==> src/rtl/snoopy_cpu_controller.sv <==
// CPU-side sequencer of the snoopy cache: victim write-back, invalidate, block fill, state commit.
// Optional hit/miss counters are enabled with `define SNOOPY_CPU_CONTROLLER_STATISTICS_EN.
module snoopy_cpu_controller #(
    parameter int ADDRESS_WIDTH = 16,
    parameter int DATA_WIDTH    = 16,
    parameter int OFFSET_WIDTH  = 2
) (
    input  logic                     clock,
    input  logic                     reset,
    input  logic                     cpu_read,
    input  logic                     cpu_write,
    input  logic [ADDRESS_WIDTH-1:0] cpu_address,
    output logic                     cpu_function_complete,
    input  logic                     hit,
    input  logic                     write_back_required,
    input  logic                     invalidate_required,
    input  logic                     read_exclusive_required,
    input  logic [ADDRESS_WIDTH-1:0] victim_address,
    output logic [OFFSET_WIDTH-1:0]  cache_offset,
    output logic                     cache_data_write,
    output logic                     cache_fill_select,
    output logic                     cache_tag_write,
    output logic                     cache_state_write,
    output logic [DATA_WIDTH-1:0]    cache_fill_data,
    output logic                     bus_request,
    input  logic                     bus_grant,
    output logic [2:0]               bus_command,
    output logic [ADDRESS_WIDTH-1:0] bus_address,
    input  logic                     bus_ack,
    input  logic [DATA_WIDTH-1:0]    bus_data_in
`ifdef SNOOPY_CPU_CONTROLLER_STATISTICS_EN
    ,
    output logic [15:0]              hit_count,
    output logic [15:0]              miss_count
`endif
);

    typedef enum logic [2:0] {
        S_IDLE,
        S_WAIT_GRANT,
        S_WRITE_BACK,
        S_FILL,
        S_INVALIDATE,
        S_COMMIT
    } state_t;

    typedef enum logic [2:0] {
        CMD_NONE           = 3'd0,
        CMD_READ           = 3'd1,
        CMD_READ_EXCLUSIVE = 3'd2,
        CMD_INVALIDATE     = 3'd3,
        CMD_WRITE_BACK     = 3'd4
    } bus_cmd_t;

    state_t                  r_state;
    state_t                  r_pending;
    bus_cmd_t                r_fill_cmd;
    logic [OFFSET_WIDTH-1:0] r_counter;

    state_t                  w_next_state;
    logic [OFFSET_WIDTH-1:0] w_next_counter;
    logic                    w_request;
    logic                    w_last_word;
    logic                    w_unused_victim_offset;

    assign w_request              = cpu_read | cpu_write;
    assign w_last_word            = (r_counter == '1);
    assign cache_fill_data        = bus_data_in;
    // Victim is block-aligned, so its offset bits carry no information.
    assign w_unused_victim_offset = ^victim_address[OFFSET_WIDTH-1:0];

    // NOTE: state registers use non-blocking assignments so every flop samples pre-edge values.
    always_ff @(posedge clock or posedge reset) begin
        if (reset) begin
            r_state    <= S_IDLE;
            r_pending  <= S_FILL;
            r_fill_cmd <= CMD_READ;
            r_counter  <= '0;
        end else begin
            r_state   <= w_next_state;
            r_counter <= w_next_counter;
            if (r_state == S_IDLE && w_request) begin
                r_pending  <= hit ? S_INVALIDATE :
                              (write_back_required ? S_WRITE_BACK : S_FILL);
                r_fill_cmd <= read_exclusive_required ? CMD_READ_EXCLUSIVE : CMD_READ;
            end
        end
    end

    // NOTE: every output and next-state signal gets a default first so no latch is inferred.
    always_comb begin
        w_next_state          = r_state;
        w_next_counter        = r_counter;
        cpu_function_complete = 1'b0;
        cache_offset          = '0;
        cache_data_write      = 1'b0;
        cache_fill_select     = 1'b0;
        cache_tag_write       = 1'b0;
        cache_state_write     = 1'b0;
        bus_request           = 1'b0;
        bus_command           = CMD_NONE;
        bus_address           = '0;

        case (r_state)
            S_IDLE: begin
                if (w_request) begin
                    w_next_state = (hit && !invalidate_required) ? S_COMMIT : S_WAIT_GRANT;
                end
            end
            S_WAIT_GRANT: begin
                bus_request = 1'b1;
                if (bus_grant) begin
                    w_next_state = r_pending;
                end
            end
            S_WRITE_BACK: begin
                bus_request  = 1'b1;
                bus_command  = CMD_WRITE_BACK;
                bus_address  = {victim_address[ADDRESS_WIDTH-1:OFFSET_WIDTH], r_counter};
                cache_offset = r_counter;
                if (bus_ack) begin
                    w_next_counter = w_last_word ? '0 : r_counter + OFFSET_WIDTH'(1);
                    if (w_last_word) begin
                        w_next_state = S_FILL;
                    end
                end
            end
            S_FILL: begin
                bus_request       = 1'b1;
                bus_command       = r_fill_cmd;
                bus_address       = {cpu_address[ADDRESS_WIDTH-1:OFFSET_WIDTH], r_counter};
                cache_offset      = r_counter;
                cache_fill_select = 1'b1;
                cache_data_write  = bus_ack;
                if (bus_ack) begin
                    w_next_counter = w_last_word ? '0 : r_counter + OFFSET_WIDTH'(1);
                    if (w_last_word) begin
                        cache_tag_write = 1'b1;
                        w_next_state    = S_COMMIT;
                    end
                end
            end
            S_INVALIDATE: begin
                bus_request = 1'b1;
                bus_command = CMD_INVALIDATE;
                bus_address = cpu_address;
                if (bus_ack) begin
                    w_next_state = S_COMMIT;
                end
            end
            S_COMMIT: begin
                cache_state_write     = 1'b1;
                cpu_function_complete = 1'b1;
                if (cpu_write) begin
                    cache_data_write = 1'b1;
                    cache_offset     = cpu_address[OFFSET_WIDTH-1:0];
                end
                w_next_state = S_IDLE;
            end
            default: begin
                w_next_state = S_IDLE;
            end
        endcase
    end

`ifdef SNOOPY_CPU_CONTROLLER_STATISTICS_EN
    logic [15:0] r_hit_count;
    logic [15:0] r_miss_count;

    always_ff @(posedge clock or posedge reset) begin
        if (reset) begin
            r_hit_count  <= '0;
            r_miss_count <= '0;
        end else if (r_state == S_IDLE && w_request) begin
            if (hit && r_hit_count != 16'hFFFF) begin
                r_hit_count <= r_hit_count + 16'd1;
            end
            if (!hit && r_miss_count != 16'hFFFF) begin
                r_miss_count <= r_miss_count + 16'd1;
            end
        end
    end

    assign hit_count  = r_hit_count;
    assign miss_count = r_miss_count;
`endif

endmodule
==> config.mk <==
export PLATFORM = sky130hd
export DESIGN_NAME = snoopy_cpu_controller
export DESIGN_NICKNAME = d
export VERILOG_FILES = /design/src/rtl/snoopy_cpu_controller.sv
export SDC_FILE = /design/constraint.sdc
export NUM_CORES = 1
export LEC_CHECK = 0
export BUFFER_PORTS_ARGS = -buffer_cell sky130_fd_sc_hd__buf_2
export CORE_MARGIN = 5
export CORE_UTILIZATION = 33
export DETAILED_ROUTE_END_ITERATION = 8
export GPL_TIMING_DRIVEN = 1
export HOLD_SLACK_MARGIN = 0.03
export PLACE_DENSITY = 0.86
export SETUP_SLACK_MARGIN = 0.15
export SLEW_MARGIN = 15
export SYNTH_ARGS = -nofsm -noshare
export SYNTH_HDL_FRONTEND = slang
export SYNTH_SLANG_ARGS = --single-unit
==> constraint.sdc <==
create_clock -name clock -period 1.7 [get_ports clock]
set_input_delay 0 -clock clock [delete_from_list [all_inputs] [get_ports clock]]
set_output_delay 0 -clock clock [all_outputs]
set_load 0.05 [all_outputs]
== After elaboration in Yosys (flattened, before gate mapping) ==
Index checks and enable logic that the tools add are counted.

* Add/sub/neg operators: 1
* $mul: 0
* Divide/modulo/power cells: 0
* $lt $le $gt $ge: 0
* Eq/ne operators: 13
* Shift-type cells: 0
* Mux-type cells: 25
* Bitwise logic cells: 1
* Reduce and logical (&&, ||, !) cells: 8

{| class="wikitable"
|+ Operators by type and width
! operator !! number
|-
| 16-bit case mux with 3 select lines || 1
|-
| 3-bit two-way mux || 9
|-
| 3-bit case mux with 5 select lines || 1
|-
| 2-bit inequality test (second input constant) || 7
|-
| 3-bit case mux with 3 select lines || 1
|-
| 1-bit two-way mux || 8
|-
| 7-bit AND reduction || 1
|-
| 3-bit by 2-bit == test with 1-bit output (second input constant) || 2
|-
| 3-bit == test (second input constant) || 2
|-
| 2-bit two-way mux || 3
|-
| 2-bit case mux with 2 select lines || 1
|-
| 4-bit OR reduction || 1
|-
| 3-bit by 1-bit == test with 1-bit output (second input constant) || 1
|-
| 3-bit zero test || 1
|-
| 2-bit by 1-bit adder with 2-bit output (second input constant) || 1
|-
| 2-bit == test (second input constant) || 1
|-
| 1-bit logical AND || 2
|-
| 1-bit case mux with 2 select lines || 1
|-
| 2-bit AND reduction || 1
|-
| 2-bit OR reduction || 1
|-
| 1-bit zero test || 1
|-
| 1-bit OR || 1
|}

* Bits in registers: 11
* Bits in latches: 0
* Bits in writable memories: 0
* Bits in read-only memories: 0
* Input bits: 58
* Memories kept: 0

== Longest topological paths before layout ==
Gate-level depths: netlist of the first run.

* Depth after elaboration: 5
* Mapped depth: 7
* Gate-level depth less buffers: 5

== Worst setup path after synthesis of the first run ==
No wires, ideal clock.

* Path kind: register to output
* Start: reg r_state[2]
* End: out bus_address[10]
* Arrival time: 2.293 ns
* Data required time: 1.700 ns
* Slack: -0.593 ns
* Cell stages (with the launch flop): 7
* Buffers on the path: 3
* Path through: dfrtp_1 > buf_2 > nor2b_1 > buf_2 > buf_2 > a22oi_1 > o21ai_0

* Cells in the longest elaborated chain, start to end: 2
* Elaborated cells on any way between the ends: 4
* Those cells by class: eq/ne (3); mux (1)

{| class="wikitable"
|+ Ends and longest elaborated chain
! what !! line !! text
|-
| start: declaration || 55 || <nowiki>state_t r_state;</nowiki>
|-
| start signal: assignment || 80 || <nowiki>r_state <= w_next_state;</nowiki>
|-
| 3-bit == test / 3-bit by 2-bit == test with 1-bit output (equally long branches) || 104 || <nowiki>case (r_state)</nowiki>
|-
| 16-bit case mux with 3 select lines * || 104 ||
|-
| end: declaration || 28 || <nowiki>output logic [ADDRESS_WIDTH-1:0] bus_address,</nowiki>
|}

Every way passes the cells marked *; elsewhere a longest branch is shown, timed or not.

== Final worst setup path of the first run ==
* Start: reg r_state[2]
* End: reg r_state[1]

* Cells in the longest elaborated chain, start to end: 3
* Elaborated cells on any way between the ends: 14
* Those cells by class: eq/ne (11); mux (1); reduce/logical (2)

{| class="wikitable"
|+ Ends and longest elaborated chain
! what !! line
|-
| 3-bit by 2-bit == test with 1-bit output, or another cell as far along || 104
|-
| 2-bit inequality test (no source line) || -
|-
| 7-bit AND reduction (no source line) || -
|}

Several ways; a longest one is shown, not always the timed one.
A chain may end at the register's enable or synchronous reset.

==> results.md, run 1 <==
- Detailed router's first-iteration violation count: 44
- Clk_skew: 0.006610 ns
- Die Height: 66.37 um
- Internal power: 0.001837 W
- Hold Path Class: in2reg
- CP required: 1.84 ns
- Full die area: 4404 um^2
- Total number of vias: 1281
- Synth warn: 0
- Routability cong.: 0.7720
- Max-cap violations: 0
- Final Max Slew Viols: 0
- Clk pwr share: 0.054
- H-tree levels: 1
- Clock latency on the worst-skew pair: 0.26 ns
- Total core area: 3053 um^2
- Worst Path Arrival: 1.74 ns
- Final setup vio count: 0
- RSZ-0062 raised after global routing: yes
- Routed Wire Length: 3837 um
- Status: completed
- Synth top area cells: dfrtp_1 17%, buf_4 12%, a22oi_1 10%
- Mapped Nets: 189
- CP Capture Type: flop
- Area leader, netlist: dfrtp_1
- CP max FO: 3
- Worst Tran Pin Value: 0.5167 ns
- CTS tree: built
- Final Net Count: 272
- Slew HR: 0.6544
- Combinational fraction of design power: 0.826
- Flop pwr share: 0.121
- Grt total ovfl: 0
- Clk sinks: 10
- Netlist cell types: 32
- Final Hold Violating Endpoints: 0
- Buffers added on ports: 66
- Synthesized area: 1049 um^2
- Post-synth top flop: dfrtp_1
- Top cell type's share of synthesized area: 0.1671
- Psw: 0.002089 W
- Final ANT Viol Nets: 0
- Largest net degree at the start of global routing: 17
- Ys async rst share: 1.000
- Chip width: 66.37 um
- Fraction of layout cells with a size suffix above 1: 0.6604
- Initial core utilization: 0.3434
- Max clock buf depth: 2
- Fillers: 256
- Initial antenna violation count: 0
- Clock transition at path regs: 0.07 ns
- CTS buffer count: 3
- Finished Core Util: 0.6352
- Post-route insts no fill: 256
- Sequential fraction of the synthesis area: 0.2422
- Drt first pass iters: 4
- # DRC: 0
- HPWL Detailed: 2363 um
- Worst setup SP type: flop
- Fmax: 0.6288 GHz
- Mapped Avg Cell Area: 8.065 um^2
- Number of global-route vias before repair: 1298
- Final period util: 0.9355
- EDFF count, synth: 0
- Leakage: 0.9288 nW
- Routed WL per cell: 14.99 um
- Placed Instances: 224
- Sw Share: 0.5321
- P per Cell Area: 2024 nW/um^2
- Global-route wire length before repair: 5809 um
- Worst VDD drop: 1.152 mV
- Vias/cell: 5.004
- Post-synth top cells: 17 x buf_4, 17 x nand2_1, 14 x a22oi_1
- Critical path class: reg2reg
- Synth Instances: 130
- CTS root buf: clkbuf_4
- Syn-to-layout area delta: 84.96%
- FF+latch count, synth: 10
- Rows: 20
- Fin crit period: 1.590 ns
- Diode count: 0
- Gr usage total: 0.1672
- I/O Pins: 101
[kinds of logic after synthesis]
family / share of synthesized area
AND/OR/NAND/NOR: 0.1682
flip-flops: 0.2422
multiplexers: 0.09665
adder cells (fa/ha/maj): 0.01193
XOR/XNOR: 0.008355
AO/OA/AOI/OAI: 0.2900
buffers and inverters: 0.1826
[registers in the layout (all words and copies together) (netlist names)]
name,flops
r_pending,3
r_state,3
r_counter,2
r_fill_cmd,2
[path summary, 6_finish.rpt]
| path | start | endpoint | slack, ns | cells after the start |
|---|---|---|---|---|
| worst max-delay path | r_state[2]$_DFFE_PP0P_ | r_state[1]$_DFFE_PP0P_ | 0.11 | 3 |
| worst min-delay path | write_back_required | r_pending[0]$_DFFE_PP1P_ | 0.07 | 3 |
| worst max register to register | r_state[2]$_DFFE_PP0P_ | r_state[1]$_DFFE_PP0P_ | 0.11 | 3 |
| worst min register to register | r_pending[1]$_DFFE_PP1P_ | r_pending[1]$_DFFE_PP1P_ | 0.51 | 2 |
| max in group asynchronous | reset | r_fill_cmd[0]$_DFFE_PP1P_ | 1.14 | 3 |
| min in group asynchronous | reset | r_pending[2]$_DFFE_PP0P_ | 0.25 | 3 |
[cell type report]
cell class	count	area, um^2	share of cell area
Multi-Input combinational cell	90	743.2	0.3832
Clock buffer	4	36.28	0.01871
Timing Repair Buffer	105	838.3	0.4323
Inverter	3	11.26	0.005806
Tap cell	44	55.05	0.02839
Sequential cell	10	255.2	0.1316
[power by group through the flow]
stage | registers [W] | clock network, W | logic, W
after floorplan | 0.000442 | 0 | 0.00215
after global placement | 0.000476 | 0 | 0.00249
after detailed placement | 0.000484 | 0 | 0.00252
after CTS | 0.000471 | 0.000221 | 0.00315
after global routing | 0.000489 | 0.000237 | 0.00342
final | 0.000473 | 0.000211 | 0.00324
[worst max-delay path, stage by stage, from the launching register on]
cell,delay (ns)
dfrtp_1,0.39
or4_4,0.48
o221a_4,0.30
mux2_4,0.30
[stage by stage]
stage	TNS [ns]	instance area, um^2	hold slack, ns	power [W]	setup slack, ns
after floorplan	-0.7368	1114	-0.1620	0.002590	-0.1330
after global placement	0	1396	-0.02598	0.002965	0.1013
after detailed placement	0	1396	-0.01065	0.003002	0.04774
after CTS	0	1889	0.06194	0.003837	0.09925
after global routing	0	1939	0.08505	0.004147	0.02670
final	0	1939	0.06840	0.003925	0.1097
[timing repair]
action                                  4_1_cts  5_1_grt
endpoints found under the setup margin       28       31
gates cloned                                  2        0
hold buffers                                 19        0
pin swaps                                    10        3
hold endpoints to repair                     30        0
buffers inserted                              7        0
gates resized for setup                      64       15
[layer usage]
layer	routed length, um	track usage
met1	1356	0.1633
met2	2046	0.3395
met3	421	0.03401
met4	12	0.05330
met5	0	0
[cell usage in the layout (no fill, tap or decap), types with 2 or more instances in the layout]
master          n
a22o_1          2
a21o_1          4
buf_2          41
clkbuf_4        4
a21oi_1         3
o21ai_2        12
a22o_2          2
mux2_2          5
nor2_1          6
inv_1           3
a22oi_1        12
dlygate4sd3_1  19
dfstp_2         3
nor3b_2         2
mux2_4          3
buf_8           2
and2_4          2
o21ai_4         2
a22oi_2         2
dfrtp_1         6
buf_6          24
nand2_1         8
and3_4          2
buf_4          18
nand2_2         9
Power figures use the tool's default switching activity.
==> run 2, diff against run 1 <==
--- a/config.mk
+++ b/config.mk
@@ -11,6 +11,7 @@
 export DETAILED_ROUTE_END_ITERATION = 8
 export GPL_TIMING_DRIVEN = 1
 export HOLD_SLACK_MARGIN = 0.03
+export MAX_ROUTING_LAYER = met4
 export PLACE_DENSITY = 0.86
 export SETUP_SLACK_MARGIN = 0.15
 export SLEW_MARGIN = 15
==> run 2 against run 1 <==
- final cell count unchanged
- via count decreased by 0.31%
- clock skew about the same
- count of clock-buffer cells in the layout unchanged
- global-route usage increased by 0.43 points
- core utilization unchanged
==> results.md, run 2 (same netlist as run 1, synthesis figures left out) <==
- Status: completed
- WHS Path Cells: 3 (unchanged)
- Leakage: 0.9288 nW (unchanged)
- Full die area: 4404 um^2 (unchanged)
- Total number of vias: 1277 (-0.31%)
- Final ANT Viol Nets: 0 (unchanged)
- CP delay by family, top: simple AND/OR/NAND/NOR gates
- Design Power: 0.003924 W (about the same)
- Psw: 0.002087 W (about the same)
- Chip width: 66.37 um (unchanged)
- Worst Tran Pin Value: 0.5167 ns (unchanged)
- Max-cap violations: 0 (unchanged)
- Internal power: 0.001837 W (about the same)
- Met2 usage: 0.3420 (+0.002478)
- Final period util: 0.9341 (-0.001366)
- CP required: 1.84 ns (about the same)
- Worst setup SP type: flop
- Worst reg2reg endpoint: r_state[1]$_DFFE_PP0P_
- Worst Path Arrival: 1.73 ns (about the same)
- Slew HR: 0.6544 (unchanged)
- Clk pwr share: 0.054 (about the same)
- FF+latch area: 255.2 um^2 (unchanged)
- Routability cong.: 0.7824 (+1.3%)
- Reg2reg start: r_state[2]$_DFFE_PP0P_
- Number of global-route vias before repair: 1298 (unchanged)
- Clock latency on the worst-skew pair: 0.26 ns (about the same)
- Hold Path Class: in2reg
- Critical-path cell list: or4_4, o221a_4, mux2_4
- Detailed router's first-iteration violation count: 32 (-27%)
- Clk_skew: 0.006306 ns (-0.0003046 ns)
- Final Max Slew Viols: 0 (unchanged)
- CP max FO: 3 (unchanged)
- Rows: 20 (unchanged)
- Clk sinks: 10 (unchanged)
- Syn-to-layout area delta: 84.96% (unchanged)
- Drt first pass iters: 4 (unchanged)
- CTS tree: built
- Global-route wire length before repair: 5809 um (unchanged)
- Worst VDD drop: 1.152 mV (about the same)
- Final setup vio count: 0 (unchanged)
- Bufs and invs on worst path: 0 (unchanged)
- Routed Wire Length: 3833 um (-0.10%)
- Critical path class: reg2reg
- Initial core utilization: 0.3434 (unchanged)
- Largest net degree at the start of global routing: 17 (unchanged)
- Fmax: 0.6297 GHz (+0.15%)
- Flop pwr share: 0.121 (about the same)
- Max stage delay on crit path: 0.48 ns (about the same)
- Diode count: 0 (unchanged)
- Reg-to-reg slack, setup: 0.11 ns (about the same)
- Hold path endpoint: r_pending[0]$_DFFE_PP1P_
- Die Height: 66.37 um (unchanged)
- Fin crit period: 1.588 ns (-0.002322 ns)
- Slowest stage cell, crit path: or4_4
- Final Net Count: 272 (unchanged)
- # DRC: 0 (unchanged)
- GR peak layer: met2
- Final Worst Setup Slack: 0.1120 ns (+0.002322 ns)
- Buffers added on ports: 66 (unchanged)
- Clock transition at path regs: 0.07 ns (about the same)
- Vias/cell: 4.988 (-0.31%)
- CTS root buf: clkbuf_4
- HPWL Detailed: 2363 um (unchanged)
- Routing usage on met3: 0.03061 (-0.003401)
- Hold wc startpoint: write_back_required
- Fillers: 256 (unchanged)
- Initial antenna violation count: 0 (unchanged)
- Combinational fraction of design power: 0.826 (about the same)
- Total core area: 3053 um^2 (unchanged)
- M1 GR Usage: 0.1633 (unchanged)
- Post-place setup slack: 0.04774 ns (unchanged)
- H-tree levels: 1 (unchanged)
- Grt total ovfl: 0 (unchanged)
- Largest regs: r_pending: 3 flops, r_state: 3 flops
- Fraction of layout cells with a size suffix above 1: 0.6604 (unchanged)
- CP Capture Type: flop
- I/O Pins: 101 (unchanged)
- RSZ-0062 raised after global routing: yes
- Area of the multi-input gates: 743.2 um^2 (unchanged)
- Routed WL per cell: 14.97 um (-0.10%)
- Max clock buf depth: 2 (unchanged)
- Commonest non-fill, non-tap cell in the layout: buf_2
- Sw Share: 0.5319 (about the same)
- Gr usage total: 0.1715 (+0.004347)
- R2R depth: 3 (unchanged)
- P per Cell Area: 2023 nW/um^2 (about the same)
- Final Hold Violating Endpoints: 0 (unchanged)
- Commonest cells after routing, fill and taps aside: 41 x buf_2, 24 x buf_6, 19 x dlygate4sd3_1
- CTS buffer count: 3 (unchanged)
-- run 2: cell counts in the layout (fill, tap and decap cells not counted) --
No cell type changed its count.
-- run 2: power groups by stage --
stage	combinational [W]	clock [W]	sequential, W
global route	0.00342	0.000237	0.000489
finish	0.00324	0.000211	0.000473
global placement	0.00249	0	0.000476
floorplan	0.00215	0	0.000442
detailed placement	0.00252	0	0.000484
CTS	0.00315	0.000221	0.000471
-- run 2: repair_timing --
| action | in CTS | in global routing |
|---|---|---|
| cloned | 2 | 0 |
| pin swaps | 10 | 3 |
| hold buffers | 19 | 0 |
| hold endpoints to repair | 30 | 0 |
| buffers inserted | 7 | 0 |
| endpoints found under the setup margin | 28 | 31 |
| gates resized for setup | 64 | 15 |
-- run 2: worst max path at each step --
stage / start / endpoint / slack, ns / depth (start not counted)
global route: r_state[2]$_DFFE_PP0P_ / bus_address[4] / 0.03 / 7
detailed placement: r_state[1]$_DFFE_PP0P_ / bus_address[13] / 0.05 / 6
floorplan: r_state[2]$_DFFE_PP0P_ / bus_address[4] / -0.13 / 6
CTS: r_state[2]$_DFFE_PP0P_ / bus_address[14] / 0.1 / 7
finish: r_state[2]$_DFFE_PP0P_ / r_state[1]$_DFFE_PP0P_ / 0.11 / 3
global placement: r_state[2]$_DFFE_PP0P_ / r_state[1]$_DFFE_PP0P_ / 0.10 / 3
-- run 2: layout make-up --
cell class / instances / share of cell area
well taps: 44 / 0.02839
multi-input cells: 90 / 0.3832
repair buffers: 105 / 0.4323
flip-flops and latches: 10 / 0.1316
inverters: 3 / 0.005806
clock buffers: 4 / 0.01871
-- run 2: metal layers --
metal | part of all wire | vias up
li1 | - | 617
met1 | 0.36 | 594
met2 | 0.54 | 62
met3 | 0.10 | 4
met4 | 0.0029 | 0
met5 | 0 | -
-- run 2: stage by stage --
step	TNS, ns	cells	hold WS (ns)	util	instance area [um^2]
final	0	256	0.06865	0.6352	1939
after global routing	0	256	0.08505	0.6352	1939
after CTS	0	256	0.06194	0.6189	1889
after detailed placement	0	224	-0.01065	0.4574	1396
after global placement	0	224	-0.02598	0.4574	1396
after floorplan	-0.7368	130	-0.1620	-	1114
-- run 2: worst reg2reg max path, cell delays in order, from the launching register on --
cell	delay (ns)
dfrtp_1	0.39
or4_4	0.48
o221a_4	0.30
mux2_4	0.30
